`config.mk`:
```
export PLATFORM = sky130hd
export DESIGN_NAME = fcmp_pipe
export DESIGN_NICKNAME = d
export VERILOG_FILES = /design/src/rtl/fpu_pkg.sv /design/src/rtl/fcmp_core.sv /design/src/rtl/fcmp_pipe.sv
export SDC_FILE = /design/constraint.sdc
export NUM_CORES = 1
export LEC_CHECK = 0
export CORE_MARGIN = 3
export CORE_UTILIZATION = 55
export CTS_CLUSTER_SIZE = 16
export DETAILED_ROUTE_END_ITERATION = 6
export DONT_BUFFER_PORTS = 1
export GPL_ROUTABILITY_DRIVEN = 1
export PLACE_DENSITY = 0.72
export SLEW_MARGIN = 20
export SYNTH_ARGS = -nofsm -noshare
export SYNTH_HDL_FRONTEND = slang
export SYNTH_SLANG_ARGS = --single-unit
```
`constraint.sdc`:
```
create_clock -name clk -period 3.3 [get_ports clk]
set_input_delay 0.66 -clock clk [delete_from_list [all_inputs] [get_ports clk]]
set_output_delay 0.66 -clock clk [all_outputs]
set_load 0.05 [all_outputs]
```
`src/rtl/fpu_pkg.sv`:
```
// fpu_pkg: shared op codes, classification struct and helpers for the
// floating-point compare/select unit (fcmp_pipe, fcmp_core).
package fpu_pkg;

    // Default IEEE single-precision field widths.
    localparam int FP_EXP_W = 8;
    localparam int FP_MAN_W = 23;

    // Widest operand the canonical-NaN helper can build.
    localparam int FP_MAX_W = 128;

    // Operation codes; encodings 3'b101..3'b111 are illegal.
    typedef enum logic [2:0] {
        OP_FEQ  = 3'b000,
        OP_FLT  = 3'b001,
        OP_FLE  = 3'b010,
        OP_FMIN = 3'b011,
        OP_FMAX = 3'b100
    } fcmp_op_e;

    // Per-operand classification produced by fcmp_core.
    typedef struct packed {
        logic sign;
        logic is_zero;
        logic is_nan;
    } fcmp_class_t;

    // Canonical quiet NaN: sign 0, exponent all ones, mantissa MSB set.
    // Callers truncate the result to 1+exp_w+man_w bits.
    function automatic logic [FP_MAX_W-1:0] canonical_nan(input int exp_w, input int man_w);
        logic [FP_MAX_W-1:0] one;
        one = FP_MAX_W'(1);
        canonical_nan = (((one << exp_w) - one) << man_w) | (one << (man_w - 1));
    endfunction

endpackage

```
`src/rtl/fcmp_core.sv`:
```
// fcmp_core: purely combinational operand classification plus unsigned
// magnitude compare (exponent first, then mantissa) for fcmp_pipe.
// NaN detection is only active when FCMP_NAN_EN is defined; otherwise
// is_nan is constant 0 and NaN patterns are ordinary numbers.
module fcmp_core
    import fpu_pkg::*;
#(
    parameter int EXP_W = FP_EXP_W,
    parameter int MAN_W = FP_MAN_W,
    localparam int W    = 1 + EXP_W + MAN_W
) (
    input  logic [W-1:0] x,
    input  logic [W-1:0] y,
    output fcmp_class_t  class_x,
    output fcmp_class_t  class_y,
    output logic         abs_lt,
    output logic         abs_eq
);

    logic [EXP_W-1:0] exp_x, exp_y;
    logic [MAN_W-1:0] man_x, man_y;

    assign exp_x = x[W-2 -: EXP_W];
    assign exp_y = y[W-2 -: EXP_W];
    assign man_x = x[MAN_W-1:0];
    assign man_y = y[MAN_W-1:0];

    // Sign, zero and (optionally) NaN flags of one operand.
    function automatic fcmp_class_t classify(input logic [W-1:0] v);
        fcmp_class_t c;
        c.sign    = v[W-1];
        c.is_zero = (v[W-2:0] == '0);
`ifdef FCMP_NAN_EN
        c.is_nan  = (&v[W-2 -: EXP_W]) & (|v[MAN_W-1:0]);
`else
        c.is_nan  = 1'b0;
`endif
        return c;
    endfunction

    assign class_x = classify(x);
    assign class_y = classify(y);

    // Magnitude ordering ignores the sign bit entirely.
    logic exp_lt, exp_eq, man_lt, man_eq;

    always_comb begin
        exp_lt = (exp_x < exp_y);
        exp_eq = (exp_x == exp_y);
        man_lt = (man_x < man_y);
        man_eq = (man_x == man_y);
        abs_lt = exp_lt | (exp_eq & man_lt);
        abs_eq = exp_eq & man_eq;
    end

endmodule

```
`src/rtl/fcmp_pipe.sv`:
```
// fcmp_pipe: pipelined FEQ/FLT/FLE/FMIN/FMAX unit with valid/ready on both
// sides and a tag carried alongside each operation.
//   STAGES=2: stage 0 registers the operands with classify/magnitude results,
//             the output stage combines signs, selects and registers.
//   STAGES=1: classify, compare and select feed the output register directly.
// Optional build macro: FCMP_NAN_EN (IEEE-style NaN handling and out_nan).
module fcmp_pipe
    import fpu_pkg::*;
#(
    parameter int EXP_W  = FP_EXP_W,
    parameter int MAN_W  = FP_MAN_W,
    parameter int XLEN   = 32,
    parameter int STAGES = 2,
    parameter int TAG_W  = 5,
    localparam int W     = 1 + EXP_W + MAN_W
) (
    input  logic             clk,
    input  logic             rst,
    input  logic             in_valid,
    output logic             in_ready,
    input  logic [2:0]       in_op,
    input  logic [W-1:0]     in_x,
    input  logic [W-1:0]     in_y,
    input  logic [TAG_W-1:0] in_tag,
    output logic             out_valid,
    input  logic             out_ready,
    output logic [XLEN-1:0]  out_data,
    output logic [TAG_W-1:0] out_tag,
    output logic             out_illegal,
    output logic             out_nan
);

    generate
        if (XLEN < W) begin : g_bad_xlen
            $error("fcmp_pipe: XLEN must be at least 1+EXP_W+MAN_W");
        end
        if (STAGES != 1 && STAGES != 2) begin : g_bad_stages
            $error("fcmp_pipe: STAGES must be 1 or 2");
        end
    endgenerate

`ifdef FCMP_NAN_EN
    localparam logic [W-1:0] CNAN = W'(canonical_nan(EXP_W, MAN_W));
`endif

    // One operation plus everything the select logic needs about it.
    typedef struct packed {
        logic [2:0]       op;
        logic [W-1:0]     x;
        logic [W-1:0]     y;
        logic [TAG_W-1:0] tag;
        fcmp_class_t      cx;
        fcmp_class_t      cy;
        logic             abs_lt;
        logic             abs_eq;
    } entry_t;

    entry_t      in_entry;
    entry_t      sel_entry;
    logic        sel_valid;
    logic        out_free;
    fcmp_class_t in_cx, in_cy;
    logic        in_abs_lt, in_abs_eq;

    fcmp_core #(
        .EXP_W (EXP_W),
        .MAN_W (MAN_W)
    ) u_core (
        .x       (in_x),
        .y       (in_y),
        .class_x (in_cx),
        .class_y (in_cy),
        .abs_lt  (in_abs_lt),
        .abs_eq  (in_abs_eq)
    );

    assign in_entry = '{op: in_op, x: in_x, y: in_y, tag: in_tag,
                        cx: in_cx, cy: in_cy, abs_lt: in_abs_lt, abs_eq: in_abs_eq};

    // The output slot can take a new result when empty or draining now.
    assign out_free = ~out_valid | out_ready;

    generate
        if (STAGES == 2) begin : g_two_stage
            logic   s0_valid;
            entry_t s0_entry;

            // Stage-0 occupancy: refill whenever the slot is empty or moving on.
            // NOTE: state is written with <= so every register samples the
            // pre-edge values, independent of block ordering in simulation.
            always_ff @(posedge clk or posedge rst) begin
                if (rst) begin
                    s0_valid <= 1'b0;
                end else if (in_ready) begin
                    s0_valid <= in_valid;
                end
            end

            // Stage-0 payload capture on each accepted operation.
            // NOTE: payload needs no reset; s0_valid alone says whether it
            // holds anything, and leaving it unreset keeps it plain flops.
            always_ff @(posedge clk) begin
                if (in_valid && in_ready) begin
                    s0_entry <= in_entry;
                end
            end

            assign in_ready  = ~s0_valid | out_free;
            assign sel_valid = s0_valid;
            assign sel_entry = s0_entry;
        end else begin : g_one_stage
            assign in_ready  = out_free;
            assign sel_valid = in_valid;
            assign sel_entry = in_entry;
        end
    endgenerate

    // Result select: sign combination, zero rule, optional NaN rules, op decode.
    logic            both_zero, any_nan, is_eq, x_lt_y, y_lt_x;
    logic [W-1:0]    min_val, max_val;
    logic [XLEN-1:0] res_data;
    logic            res_illegal, res_nan;

    always_comb begin
        // NOTE: every output gets a default first so no path can infer a latch.
        res_data    = '0;
        res_illegal = 1'b0;
        both_zero   = sel_entry.cx.is_zero & sel_entry.cy.is_zero;
        any_nan     = sel_entry.cx.is_nan | sel_entry.cy.is_nan;
        is_eq       = (sel_entry.x == sel_entry.y) | both_zero;

        case ({sel_entry.cx.sign, sel_entry.cy.sign})
            2'b10: begin
                x_lt_y = ~both_zero;
                y_lt_x = 1'b0;
            end
            2'b01: begin
                x_lt_y = 1'b0;
                y_lt_x = ~both_zero;
            end
            2'b00: begin
                x_lt_y = sel_entry.abs_lt;
                y_lt_x = ~sel_entry.abs_lt & ~sel_entry.abs_eq;
            end
            default: begin
                x_lt_y = ~sel_entry.abs_lt & ~sel_entry.abs_eq;
                y_lt_x = sel_entry.abs_lt;
            end
        endcase

        // -0 is the minimum of a zero pair, +0 the maximum; ties return x.
        if (both_zero) begin
            min_val = sel_entry.cx.sign ? sel_entry.x : sel_entry.y;
            max_val = sel_entry.cx.sign ? sel_entry.y : sel_entry.x;
        end else begin
            min_val = y_lt_x ? sel_entry.y : sel_entry.x;
            max_val = x_lt_y ? sel_entry.y : sel_entry.x;
        end

`ifdef FCMP_NAN_EN
        // A single NaN loses to the other operand; two NaNs give the canonical one.
        if (sel_entry.cx.is_nan && sel_entry.cy.is_nan) begin
            min_val = CNAN;
            max_val = CNAN;
        end else if (sel_entry.cx.is_nan) begin
            min_val = sel_entry.y;
            max_val = sel_entry.y;
        end else if (sel_entry.cy.is_nan) begin
            min_val = sel_entry.x;
            max_val = sel_entry.x;
        end
        if (any_nan) begin
            is_eq  = 1'b0;
            x_lt_y = 1'b0;
        end
`endif

        case (sel_entry.op)
            OP_FEQ:  res_data = XLEN'(is_eq);
            OP_FLT:  res_data = XLEN'(x_lt_y);
            OP_FLE:  res_data = XLEN'(x_lt_y | is_eq);
            OP_FMIN: res_data = XLEN'(min_val);
            OP_FMAX: res_data = XLEN'(max_val);
            default: res_illegal = 1'b1;
        endcase

        // Constant 0 unless NaN detection is built in.
        res_nan = any_nan;
    end

    // Output stage: load when the slot is free, otherwise hold for the consumer.
    always_ff @(posedge clk or posedge rst) begin
        if (rst) begin
            out_valid   <= 1'b0;
            out_data    <= '0;
            out_tag     <= '0;
            out_illegal <= 1'b0;
            out_nan     <= 1'b0;
        end else if (out_free) begin
            out_valid <= sel_valid;
            if (sel_valid) begin
                out_data    <= res_data;
                out_tag     <= sel_entry.tag;
                out_illegal <= res_illegal;
                out_nan     <= res_nan;
            end
        end
    end

endmodule

```
## Word-level counts from Yosys, hierarchy flattened

Cells that the tools add are included.

- Bits in registers: 118

- Order comparisons: 2
- Equality and inequality tests: 9
- Mux-type cells: 10
- Bitwise gates (word level): 14
- Reduce and logical (&&, ||, !) cells: 7

Operators by type and width:

| kind | number |
|---|---|
| $mux 32 | 6 |
| $pmux 32 s5 | 1 |
| $logic_not 31->1 | 2 |
| $eq 32x32->1 | 1 |
| $eq 23x23->1 | 1 |
| $lt 23x23->1 | 1 |
| $eq 8x8->1 | 1 |
| $lt 8x8->1 | 1 |
| $eq 3x2->1 const B | 2 |
| $pmux 1 s3 | 2 |
| $not 1->1 | 5 |
| $or 1x1->1 | 5 |
| $reduce_or 5->1 | 1 |
| $and 1x1->1 | 4 |
| $eq 3x1->1 const B | 1 |
| $eq 3x3->1 const B | 1 |
| $logic_not 3->1 | 1 |
| $eq 2x1->1 const B | 1 |
| $eq 2x2->1 const B | 1 |
| $logic_not 2->1 | 1 |
| $reduce_and 2->1 | 1 |
| $logic_and 1x1->1 | 1 |
| $mux 1 | 1 |

## Depth between registers and ports, before layout

- Word-level depth: 6
- Gate-level depth with buffers: 11

## Modules after synthesis

Synthesis repeated with hierarchy kept, for this count alone.

- Cell total of the unflattened synthesis: 432
- Area total of the unflattened synthesis: 5645.4 sq um

Modules (own cells, without submodules):

| module | times used | cells an instance | area an instance (sq um) | seq. area each (sq um) |
|---|---|---|---|---|
| fcmp_pipe | 1 | 298 | 4684.5 | 3428.3 |
| fcmp_core | 1 | 134 | 960.9 | 0.0 |

## Worst setup path after synthesis

No wires, ideal clock.

- Path type: input-to-reg
- From: in out_ready
- To: reg g_two_stage.s0_entry[0] (netlist bit) (enable)
- Data arrival time: 2.973 ns
- Required time: 2.858 ns
- Path slack: -0.116 ns
- Cell stages on the path: 2
- Path buffers: 0
- Path through: nand3b_1 and2_1

- Word-level cells in the longest chain between the ends: 3

Ends and longest elaborated chain:

| item | RTL line | source |
|---|---|---|
| start: declaration | fcmp_pipe.sv:26 | `input logic out_ready,` |
| $or 1x1->1 | fcmp_pipe.sv:81 | `assign out_free = ~out_valid \| out_ready;` |
| $or 1x1->1 | fcmp_pipe.sv:108 | `assign in_ready = ~s0_valid \| out_free;` |
| $logic_and 1x1->1 | fcmp_pipe.sv:103 | `if (in_valid && in_ready) begin` |
| end signal: assignment | fcmp_pipe.sv:104 | `s0_entry <= in_entry;` |
| end: declaration | fcmp_pipe.sv:86 | `entry_t s0_entry;` |

No other way between the ends.
A chain may end at the register's enable or synchronous reset.

==> impl_results.md <==
- GRT busiest layer: met2
- Vias: 5056
- Total GRT Usage: 0.292
- # Post-CTS Setup Buffers: 0
- Antenna-violating nets left: 0
- M2 GR Usage: 0.447
- Worst path bufs/invs: 3
- Reg-to-reg endpoint: out_data[10]
- Slew headroom: 0.518
- Clk slew on worst S/H paths: 0.06 ns
- Worst vdd ir: 0.568 mV
- Final nets: 646
- CP peak stage delay: 0.38 ns
- Hold_buf cts: 0
- Type of origin of the critical path: flop
- R2R setup slack: 0.56 ns
- N_diodes: 0
- Core ar.: 11100 sq um
- H-tree Lvls: 4
- Final setup vio count: 0
- Layout fillers: 868
- Port bufs: 0
- Vias in the first global route: 4905
- CTS tree: built
- TNS Setup: 0 ns
- Most common cell in the netlist: edfxtp_1
- Synthesized flop and latch total: 116
- Outcome: finished clean
- Final count of pins violating max slew: 0
- Yosys top cell area share: 0.356
- HP Class: in2async
- Initial antenna violation count: 0
- Post-synthesis sequential area ratio: 0.512
- Static leakage: 0.00276 uW
- CP cell instances: buf_4, inv_1, ha_1, nor3b_1, a21oi_1, o21ai_2, o22a_2, nor2_2, buf_4, a221o_1
- Post-Synthesis Cells: 538
- Reg2reg start: g_two_stage.s0_entry[76]
- Unique masters post-synth: 55
- Resized cells post-CTS: 0
- Hold Vio Cnt, Final: 0
- Fin area: 7140 sq um
- Clock root cell: clkbuf_16
- Hpwl dp: 13.0 mm
- Die area: 13000 sq um
- DR vias/cell: 7.37
- 1st-iter DRT viols: 808
- Post-synth top area cell: edfxtp_1
- Critical Path Slowest Stage Cell: inv_1
- Critical path class: reg2reg
- Main synth FF type: edfxtp_1
- RSZ-0062 raised after global routing: false
- Sink Count: 116
- Max-Cap Viols: 0
- Area growth, synth to finish: 11.3%
- Largest net degree at the start of global routing: 65
- Worst path most repeated cell: buf_4
- Synthesized area per cell: 11.9 sq um
- Crit Path Max Fanout: 30
- DR DRC count: 0
- PD cells: 614 nW/um^2
- Tmin final: 2.74 ns
- Later-pin clock latency in the skew report: 0.42 ns
- Clk buf depth: 2
- Final GP Congestion: 0.918
- Starting Density: 0.577
- I/O pin count: 117
- Total grt overflow: 0
- Iteration count of the initial detailed-routing pass: 5
- Synthesized net count: 651
- CTS Buf Count: 17
- Chip height: 114 um
- Placed Area: 6520 sq um
- Top cells by count, synth: edfxtp_1, a221oi_1, dfrtp_1, ha_1, nand2_1
- Die width: 114 um
- WP data required: 3.60 ns
- Post-Syn Area: 6410 sq um
- Share of cells above drive strength 1: 0.0989
- Largest delay share family, worst path: compound AO/OA/AOI/OAI gates
- Worst-margin pin slew: 0.719 ns
- Final period util: 0.829
- Asr flop ratio synth: 0.345
- Worst path arrival time: 3.03 ns
- WP depth: 10
- M1 GR Usage: 0.388
- Final wirelength: 18.4 mm
- Worst Setup End Kind: flop
- Max Freq: 0.365 GHz
- M3 GR Usage: 0.0928
- Row cnt: 38
- Yosys warnings: 0
- Clk_skew: 0.00764 ns
- R2r worst-path depth: 10
- Area contributors post-synth: edfxtp_1, dfrtp_1, a221oi_1
- Avg WL per Cell: 26.9 um
- First-pass GRT wire length: 28.6 mm
- Post-synth EDFFs: 76
[report_power, final]
| group | leakage (uW) | total, uW | switching (uW) | internal, uW |
|---|---|---|---|---|
| clock network | 0.000295 | 1940 | 660 | 1280 |
| registers | 0.00126 | 2000 | 317 | 1680 |
| logic | 0.00121 | 447 | 265 | 182 |
| total | 0.00276 | 4380 | 1240 | 3140 |
[metal layers]
layer	vias up	wire [um]
li1	2184	-
met1	2445	7150
met2	371	8520
met3	56	2150
met4	0	603
met5	-	0
[state kept, by name, summed over array words and instances (netlist names)]
| signal | flops |
|---|---|
| g_two_stage.s0_valid | 1 |
| out_tag | 5 |
| out_data | 32 |
| out_illegal | 1 |
| out_valid | 1 |
| g_two_stage.s0_entry | 76 |
[worst max path at each step]
stage                                   startpoint                       to  slack [ns]
after floorplan                          out_ready  g_two_stage.s0_entry[0]        0.69
after global placement    g_two_stage.s0_entry[76]             out_data[25]        0.73
after detailed placement  g_two_stage.s0_entry[76]             out_data[14]        0.64
after CTS                 g_two_stage.s0_entry[76]             out_data[10]        0.62
after global routing      g_two_stage.s0_entry[76]              out_data[4]        0.40
final                     g_two_stage.s0_entry[76]             out_data[10]        0.56
[stage by stage]
stage / setup WS [ns] / hold WS [ns] / power (uW) / utilization / cells
6_report: 0.563 / 0.150 / 4380 / 0.642 / 686
5_1_grt: 0.402 / 0.167 / 4530 / 0.642 / 686
4_1_cts: 0.624 / 0.157 / 4390 / 0.642 / 686
3_5_place_dp: 0.642 / 0.451 / 2470 / 0.586 / 654
3_3_place_gp: 0.733 / 0.442 / 2440 / 0.586 / 654
2_1_floorplan: 0.690 / 0.439 / 2320 / - / 538
[cells by family after synthesis]
| family | Yosys count | synth area share |
|---|---|---|
| compound gates | 162 | 0.215 |
| xor+xnor | 31 | 0.0423 |
| fa+ha+maj | 37 | 0.0722 |
| buf+inv | 74 | 0.0525 |
| flops | 116 | 0.512 |
| mux | 8 | 0.0138 |
| other cells | 1 | 0.000585 |
| simple gates | 109 | 0.0917 |
[worst reg2reg max path, delay by kind of cell (launching register included)]
family,cells,cell delay [ns]
fa+ha+maj,1,0.30
flops,1,0.35
simple gates,2,0.29
buf+inv,3,0.84
compound gates,4,0.84
[cell type report]
type	instances	area (sq um)	share of cell area
clock buffer	19	443	0.0620
clock inverter	13	181	0.0254
inverter	36	135	0.0189
multi-input combinational	348	2800	0.393
sequential	116	3280	0.460
tap	140	175	0.0245
timing repair buffer	14	118	0.0165
[layout by cell type (no fill, tap or decap), types with 2 or more instances in the layout]
cell,n
clkinv_1,3
buf_4,13
o21ai_0,8
inv_1,35
a221oi_1,60
xnor2_1,10
ha_1,37
a21o_1,3
a221o_1,31
a32oi_1,2
clkinv_4,2
clkinvlp_4,3
nand3b_1,2
a211oi_1,3
nand4_1,14
and2_4,2
nor3_1,8
and3_1,2
o21ai_1,6
nor2b_1,2
xor2_1,21
bufinv_16,4
mux2_1,7
nand2b_1,5
nor2_1,4
o41ai_1,31
dfrtp_1,40
clkbuf_16,17
nor4_1,22
nor2_2,2
nand2_1,37
a21oi_1,6
edfxtp_1,76
Note: power is estimated with default switching activity, not from simulation.
